$ cat src/rtl/alu_wb_stage.sv
// ALU writeback stage: 2-entry skid FIFO between ALU results and the register file, committing status flags on retire.
// Latency: an entry pushed into an empty FIFO is presented on wb_valid one cycle after the accepting edge.
// Backpressure: in_ready is registered (count<2) with no combinational path from wb_ready; blocked cycles are counted.
//
// Ports:
//   clk, rst_n                 clock (rising edge), asynchronous active-low reset
//   in_valid/in_ready          upstream handshake
//   in_result, in_is_div       ALU result; divide results are sign-magnitude Q.8 with the sign at bit 15
//   in_cout/zero/overflow/neg  ALU flags for this result
//   in_rd, in_flags_we         destination register, commit flags when this entry retires
//   wb_valid/wb_ready          downstream handshake
//   wb_result, wb_rd           head entry data and destination
//   flags                      committed status {N,Z,C,V}
//   stall_cnt                  saturating count of cycles with in_valid=1 and in_ready=0
//
// Optional feature: define SM_TO_TC_EN to convert divide results to 32-bit two's complement on capture.

module alu_wb_stage (
    input  logic        clk,
    input  logic        rst_n,
    input  logic        in_valid,
    output logic        in_ready,
    input  logic [31:0] in_result,
    input  logic        in_is_div,
    input  logic        in_cout,
    input  logic        in_zero,
    input  logic        in_overflow,
    input  logic        in_neg,
    input  logic [3:0]  in_rd,
    input  logic        in_flags_we,
    output logic        wb_valid,
    input  logic        wb_ready,
    output logic [31:0] wb_result,
    output logic [3:0]  wb_rd,
    output logic [3:0]  flags,
    output logic [15:0] stall_cnt
);

    // Entry storage, indexed by the 1-bit head/tail pointers (wrap modulo 2).
    logic [31:0] res_q  [2];
    logic [3:0]  rd_q   [2];
    logic [3:0]  nzcv_q [2];
    logic        fwe_q  [2];

    logic        head_q, head_d;
    logic        tail_q, tail_d;
    logic [1:0]  count_q, count_d;
    logic        rdy_en_q;
    logic [3:0]  flags_q, flags_d;
    logic [15:0] stall_q, stall_d;

    logic        push;
    logic        pop;

    // Captured (normalised / converted) versions of the incoming entry.
    logic        neg_zero;
    logic [31:0] cap_res;
    logic [31:0] norm_res;
    logic        cap_n;
    logic        cap_z;

    // rdy_en_q holds in_ready low during reset and for the reset-release cycle,
    // so in_ready first rises on the first edge after rst_n deasserts.
    assign in_ready = rdy_en_q && (count_q < 2'd2);
    assign wb_valid = (count_q != 2'd0);
    assign push     = in_valid && in_ready;
    assign pop      = wb_valid && wb_ready;

    // Stale slots are masked so the outputs read zero whenever nothing is valid.
    assign wb_result = wb_valid ? res_q[head_q] : 32'd0;
    assign wb_rd     = wb_valid ? rd_q[head_q]  : 4'd0;
    assign flags     = flags_q;
    assign stall_cnt = stall_q;

    // A divide result of magnitude zero with the sign bit set is a negative zero:
    // clear the sign and report it as a plain zero.
    always_comb begin
        neg_zero = in_is_div && (in_result[14:0] == 15'd0);
        norm_res = in_result;
        if (neg_zero) begin
            norm_res[15] = 1'b0;
        end
        cap_n = neg_zero ? 1'b0 : in_neg;
        cap_z = neg_zero ? 1'b1 : in_zero;
        cap_res = norm_res;
`ifdef SM_TO_TC_EN
        if (in_is_div) begin
            if (norm_res[15]) begin
                cap_res = ~{17'd0, norm_res[14:0]} + 32'd1;
            end else begin
                cap_res = {17'd0, norm_res[14:0]};
            end
        end
`endif
    end

    always_comb begin
        head_d  = head_q;
        tail_d  = tail_q;
        count_d = count_q;
        flags_d = flags_q;
        stall_d = stall_q;

        if (push) begin
            tail_d = tail_q + 1'b1;
        end
        if (pop) begin
            head_d = head_q + 1'b1;
            if (fwe_q[head_q]) begin
                flags_d = nzcv_q[head_q];
            end
        end

        case ({push, pop})
            2'b10:   count_d = count_q + 2'd1;
            2'b01:   count_d = count_q - 2'd1;
            default: count_d = count_q;
        endcase

        if (in_valid && !in_ready && (stall_q != 16'hFFFF)) begin
            stall_d = stall_q + 16'd1;
        end
    end

    always_ff @(posedge clk or negedge rst_n) begin
        if (!rst_n) begin
            head_q   <= 1'b0;
            tail_q   <= 1'b0;
            count_q  <= 2'd0;
            rdy_en_q <= 1'b0;
            flags_q  <= 4'b0000;
            stall_q  <= 16'd0;
        end else begin
            head_q   <= head_d;
            tail_q   <= tail_d;
            count_q  <= count_d;
            rdy_en_q <= 1'b1;
            flags_q  <= flags_d;
            stall_q  <= stall_d;
        end
    end

    always_ff @(posedge clk or negedge rst_n) begin
        if (!rst_n) begin
            for (int i = 0; i < 2; i++) begin
                res_q[i]  <= 32'd0;
                rd_q[i]   <= 4'd0;
                nzcv_q[i] <= 4'd0;
                fwe_q[i]  <= 1'b0;
            end
        end else if (push) begin
            res_q[tail_q]  <= cap_res;
            rd_q[tail_q]   <= in_rd;
            nzcv_q[tail_q] <= {cap_n, cap_z, in_cout, in_overflow};
            fwe_q[tail_q]  <= in_flags_we;
        end
    end

endmodule

$ cat config.mk
export PLATFORM = sky130hd
export DESIGN_NAME = alu_wb_stage
export DESIGN_NICKNAME = d
export VERILOG_FILES = /design/src/rtl/alu_wb_stage.sv
export SDC_FILE = /design/constraint.sdc
export NUM_CORES = 1
export LEC_CHECK = 0
export CORE_MARGIN = 2
export CORE_UTILIZATION = 50
export CTS_BUF_LIST = sky130_fd_sc_hd__clkbuf_16
export CTS_CLUSTER_DIAMETER = 150
export CTS_CLUSTER_SIZE = 12
export DETAILED_ROUTE_END_ITERATION = 8
export HOLD_SLACK_MARGIN = 0.15
export PLACE_DENSITY = 0.87
export SYNTH_ARGS = -nofsm -noshare
export SYNTH_HDL_FRONTEND = slang
export SYNTH_SLANG_ARGS = --single-unit
$ cat constraint.sdc
create_clock -name clk -period 5.14 [get_ports clk]
set_input_delay 0.514 -clock clk [delete_from_list [all_inputs] [get_ports clk]]
set_output_delay 0.514 -clock clk [all_outputs]
set_load 0.05 [all_outputs]
# Word level (Yosys, flattened, before mapping)
# Index checks and enable logic that the tools add are counted.
[word_totals]
regBits = 107
out_inout_bits = 58
inputBits = 46
[op_classes]
magnitude_cmp = 4
n_bitwise = 2
eq_ne = 3
n_reduce_logical = 12
n_addsub = 5
n_mux = 28
[ops]
columns = ["op", "n"]
rows = [
  ["2-to-1 mux 32 bit", 5],
  ["bitwise mux 64 bit", 1],
  ["demux 32 bit (select 1 bit)", 1],
  ["2-to-1 mux 4 bit", 8],
  ["adder 16 x 1 -> 16 bit (second input constant)", 1],
  ["bitwise mux 8 bit", 2],
  ["inequality test 16 bit (second input constant)", 1],
  ["logical NOT 15 bit", 1],
  ["logical AND 1 bit", 7],
  ["2-to-1 mux 1 bit", 7],
  ["demux 4 bit (select 1 bit)", 1],
  ["greater-or-equal comparator 2 bit (second input constant)", 2],
  ["inverter 1 -> 2 bit", 2],
  ["case mux 2 bit (2 select lines)", 1],
  ["nonzero test 2 bit", 2],
  ["adder 1 bit (second input constant)", 2],
  ["adder 2 x 1 -> 2 bit (second input constant)", 1],
  ["bitwise mux 2 bit", 1],
  ["== test 2 x 1 -> 1 bit (second input constant)", 1],
  ["== test 2 bit (second input constant)", 1],
  ["< comparator 2 x 1 -> 1 bit (second input constant)", 1],
  ["< comparator 2 bit (second input constant)", 1],
  ["AND reduction 2 bit", 1],
  ["subtractor 2 x 1 -> 2 bit (second input constant)", 1],
  ["2 further kinds", 2],
]

# Depth between registers and ports, before layout
[depth]
word_depth = 6
mapped_depth = 8
depth_no_buf = 8

# Worst setup path after synthesis
# No wires, ideal clock.
[synth_path]
kind = "reg-to-output"
start = "register head_q"
end = "output wb_rd[0]"
stages_incl_launch_ff = 6
arrival_time_ns = 1.849
setup_slack_ns = 2.777
required_time_ns = 4.626
path_buffers = 3
cell_sequence = "dfrtp_1 > clkbuf_1 > buf_2 > buf_2 > mux2i_1 > nor2_1"
[synth_via]
elab_chain_len = 5
[synth_lines]
columns = ["item", "line_no", "source"]
rows = [
  ["start, declared", "45", "logic head_q, head_d;"],
  ["start signal, assigned", "127", "head_q <= 1'b0;"],
  ["start signal, assigned", "134", "head_q <= head_d;"],
  ["inverter 1 -> 2 bit (not written as such)", "71", "assign wb_rd = wb_valid ? rd_q[head_q] : 4'd0;"],
  ["2-to-1 mux 4 bit (not written as such) (3 in a row)", "71", ""],
  ["2-to-1 mux 4 bit", "71", ""],
  ["end, declared", "34", "output logic [3:0] wb_rd,"],
]
# Every way passes these cells. The select of a mux whose other input is x is not followed.

# Worst setup path after layout
[layout_path]
start = "register head_q"
end = "output wb_result[6]"
[layout_via]
elab_chain_len = 5
[layout_lines]
columns = ["item", "line_no", "source"]
rows = [
  ["inverter 1 -> 2 bit (not written as such)", "70", "assign wb_result = wb_valid ? res_q[head_q] : 32'd0;"],
  ["2-to-1 mux 32 bit (not written as such) (3 in a row)", "70", ""],
  ["2-to-1 mux 32 bit", "70", ""],
  ["end, declared", "33", "output logic [31:0] wb_result,"],
]
# Every way passes these cells. The select of a mux whose other input is x is not followed.

==> flow_summary_export.csv <==
group,metric,value,unit
status,status,"finished, final reports clean",
cells_and_area,final_common_cell,"dfrtp_1",
floorplanning,io_pins,104,
worst_hold_path,hold_class,"primary input to asynchronous set/reset pin",
yosys,synth_area,4833,um^2
place,place_inst,596,
cells_and_area,regArea,2679,um^2
detailed_routing,dr.pass1.iters,4,
place,dpl.hpwl,6722,um
global_routing,grt_pass1_vias,3292,
cells_and_area,syn_to_final_growth,29.90,%
timing,drv_slew,0,
cells_and_area,final_cells,611,
cells_and_area,fin_nets,526,
detailed_routing,drc,0,
global_routing,grt_overflow,0,
yosys,synth.largest_area_cell,"dfrtp_1",
yosys,synth_top_area_share,55.40,%
run,max_cap_viol_count,0,
worst_setup_path,critPathSlowestCell,"dfrtp_2",
worst_setup_path,startpoint_type,"flop",
clock_tree,clk_transition_reported_paths,0.06,ns
yosys,syn_inst,377,
worst_setup_path,regToRegStartpoint,"count_q[1]",
clock_tree,cts_sinks,107,
floorplanning,fp.dieW,102.3,um
clock_tree,root_buffer,"clkbuf_16",
detailed_routing,vias,3230,
clock_tree,cts_buffer_depth,2,
clock_tree,cts_buffers,9,
worst_setup_path,crit_arrival,2.73,ns
detailed_routing,first_iter_violations,97,
yosys,seq_area_frac_synth,55.40,%
timing,hold_violations,0,
floorplanning,fp.dieH,102.3,um
detailed_routing,ant_nets,0,
worst_setup_path,critPathCaptureType,"primary output",
worst_setup_path,path_class,"flop to primary output",
cells_and_area,multi_input_area,2074,um^2
global_routing,grt.total_usage,19.76,%
clock_tree,cts_hold_buffers,0,
cells_and_area,n_fill_cell,716,
yosys,yosys_warnings,0,
yosys,syn_nets,425,
clock_tree,htree_levels,3,
cells_and_area,final_cell_mix,"106 x dfrtp_1, 102 x clkdlybuf4s50_1, 66 x mux2_2, 44 x nor2_1, 38 x mux2i_1",
global_routing,grt_max_degree,58,
place,port_buffers,103,
yosys,synth_area_leaders,"dfrtp_1 55%, mux2_2 15%, mux2i_1 7.9%, mux2_1 4.2%, nor2_1 3.6%",
worst_setup_path,crit-reg2reg-capture,"res_q[53]",
global_routing,antenna_found_initial,0,
floorplanning,row_count,35,
detailed_routing,vias_per_cell,5.286,
timing,final.setup_skew,0.005422,ns
clock_tree,clkLatencyLatePin,0.34,ns
timing,finalSetupViolations,0,
floorplanning,die_area,10470,um^2
timing,setup-tns-final,0,ns
yosys,synth.avg_cell_area,12.82,um^2
timing,fmax,308.4,MHz
timing,worst_pin_slew,0.8863,ns
place,gp_congestion,0.8380,
worst_setup_path,crit_required,4.63,ns
cells_and_area,drive_gt1_share,19.71,%
yosys,ys_ff_latch,107,
timing,layout_min_cycle_time,3.242,ns
worst_setup_path,rrSetupSlack,2.85,ns
cells_and_area,n_antenna_cell,0,
floorplanning,initial_core_util,51.82,%
detailed_routing,wl,9939,um
clock_tree,cts_setup_buffers,0,
worst_setup_path,crit_chain,"buf_4 -> mux2i_1 -> nor2_1 -> clkdlybuf4s50_1",
timing,slew_headroom,40.78,%
clock_tree,cts_resized,0,
timing,rsz0062_at_grt,"no",
yosys,synth.distinct_cells,33,
floorplanning,core_area,9328,um^2
clock_tree,cts_tree,"yes",
worst_setup_path,path_max_fanout,29,
detailed_routing,wl_per_cell,16.27,um
timing,period_share,63.08,%
worst_setup_path,crit_path_max_incr_delay,0.92,ns
worst_setup_path,reg2reg_depth,4,
global_routing,grt_pass1_wl,16040,um
-- worst max-delay path by stage --
stage | startpoint | slack [ns] | endpoint
after CTS | head_q | 1.88 | wb_result[2]
after detailed placement | in_valid | 2.22 | res_q[53]
after global routing | head_q | 1.76 | wb_result[6]
final | head_q | 1.90 | wb_result[6]
after global placement | in_valid | 2.28 | res_q[34]
after floorplan | head_q | 2.78 | wb_rd[0]
-- Yosys cell counts --
cell        n
dfrtp_1   107
mux2_2     66
nor2_1     46
mux2i_1    38
mux2_1     18
xor2_1     13
buf_2      12
nand2_1    11
nand3_1     9
nor4_1      7
xnor2_1     6
clkbuf_1    5
inv_1       5
nor3_1      5
nand4_1     4
o21ai_0     3
o21ai_1     3
ha_1        2
nor2b_1     2
nor4b_2     2
a21oi_1     1
conb_1      1
inv_2       1
nand2b_1    1
nand3b_1    1
nand4_2     1
nor3b_1     1
nor4_2      1
nor4_4      1
nor4b_1     1
or3b_1      1
or4_1       1
or4b_1      1
-- state kept, by name, indices dropped and copies added, names as in the netlist --
name and flops:
count_q 2, flags 4, fwe_q 2, head_q 1, nzcv_q 8, rd_q 8
rdy_en_q 1, res_q 64, stall_cnt 16, tail_q 1
-- through the flow --
| step | cell area [um^2] | setup WS (ns) | util, % | hold WS (ns) |
|---|---|---|---|---|
| 2_1_floorplan | 4833 | 2.777 | - | 0.2184 |
| 3_3_place_gp | 5996 | 2.276 | 64.28 | 0.4627 |
| 3_5_place_dp | 5996 | 2.215 | 64.28 | 0.4753 |
| 4_1_cts | 6279 | 1.876 | 67.31 | 0.2517 |
| 5_1_grt | 6279 | 1.762 | 67.31 | 0.2780 |
| 6_report | 6279 | 1.898 | 67.31 | 0.2256 |
-- area by class of cell --
| type | count | area share, % |
|---|---|---|
| Inverter | 6 | 0.3587 |
| Clock inverter | 6 | 0.9167 |
| Tap cell | 129 | 2.571 |
| Sequential cell | 107 | 42.67 |
| Timing Repair Buffer | 107 | 16.86 |
| Multi-Input combinational cell | 247 | 33.04 |
| Clock buffer | 9 | 3.587 |
-- cells by family after synthesis --
kind of cell	Yosys count	share of synthesized area (%)
other	1	0.07759
AND/OR/NAND/NOR	96	10.30
buffers and inverters	23	2.097
adder cells (fa/ha/maj)	2	0.5176
flip-flops	107	55.40
multiplexers	122	27.44
XOR/XNOR	19	3.443
AO/OA/AOI/OAI	7	0.7245
-- critical path, delay by kind of cell (launching register included) --
| kind | cells | cell delay, ns |
|---|---|---|
| buffers and inverters | 2 | 1.22 |
| flip-flops | 1 | 0.92 |
| multiplexers | 1 | 0.11 |
| AND/OR/NAND/NOR | 1 | 0.13 |
-- layer usage --
metal  routed length, um  GRT usage, %  share of wire, %
met5                   0             0                 0
met4                 106         4.718               1.1
met3                 552         5.677               5.6
met2                4631         31.22                47
met1                4649         27.27                47
Power is not shown: default switching activity piles up to over one toggle a cycle in this logic, so the estimate is an artifact.
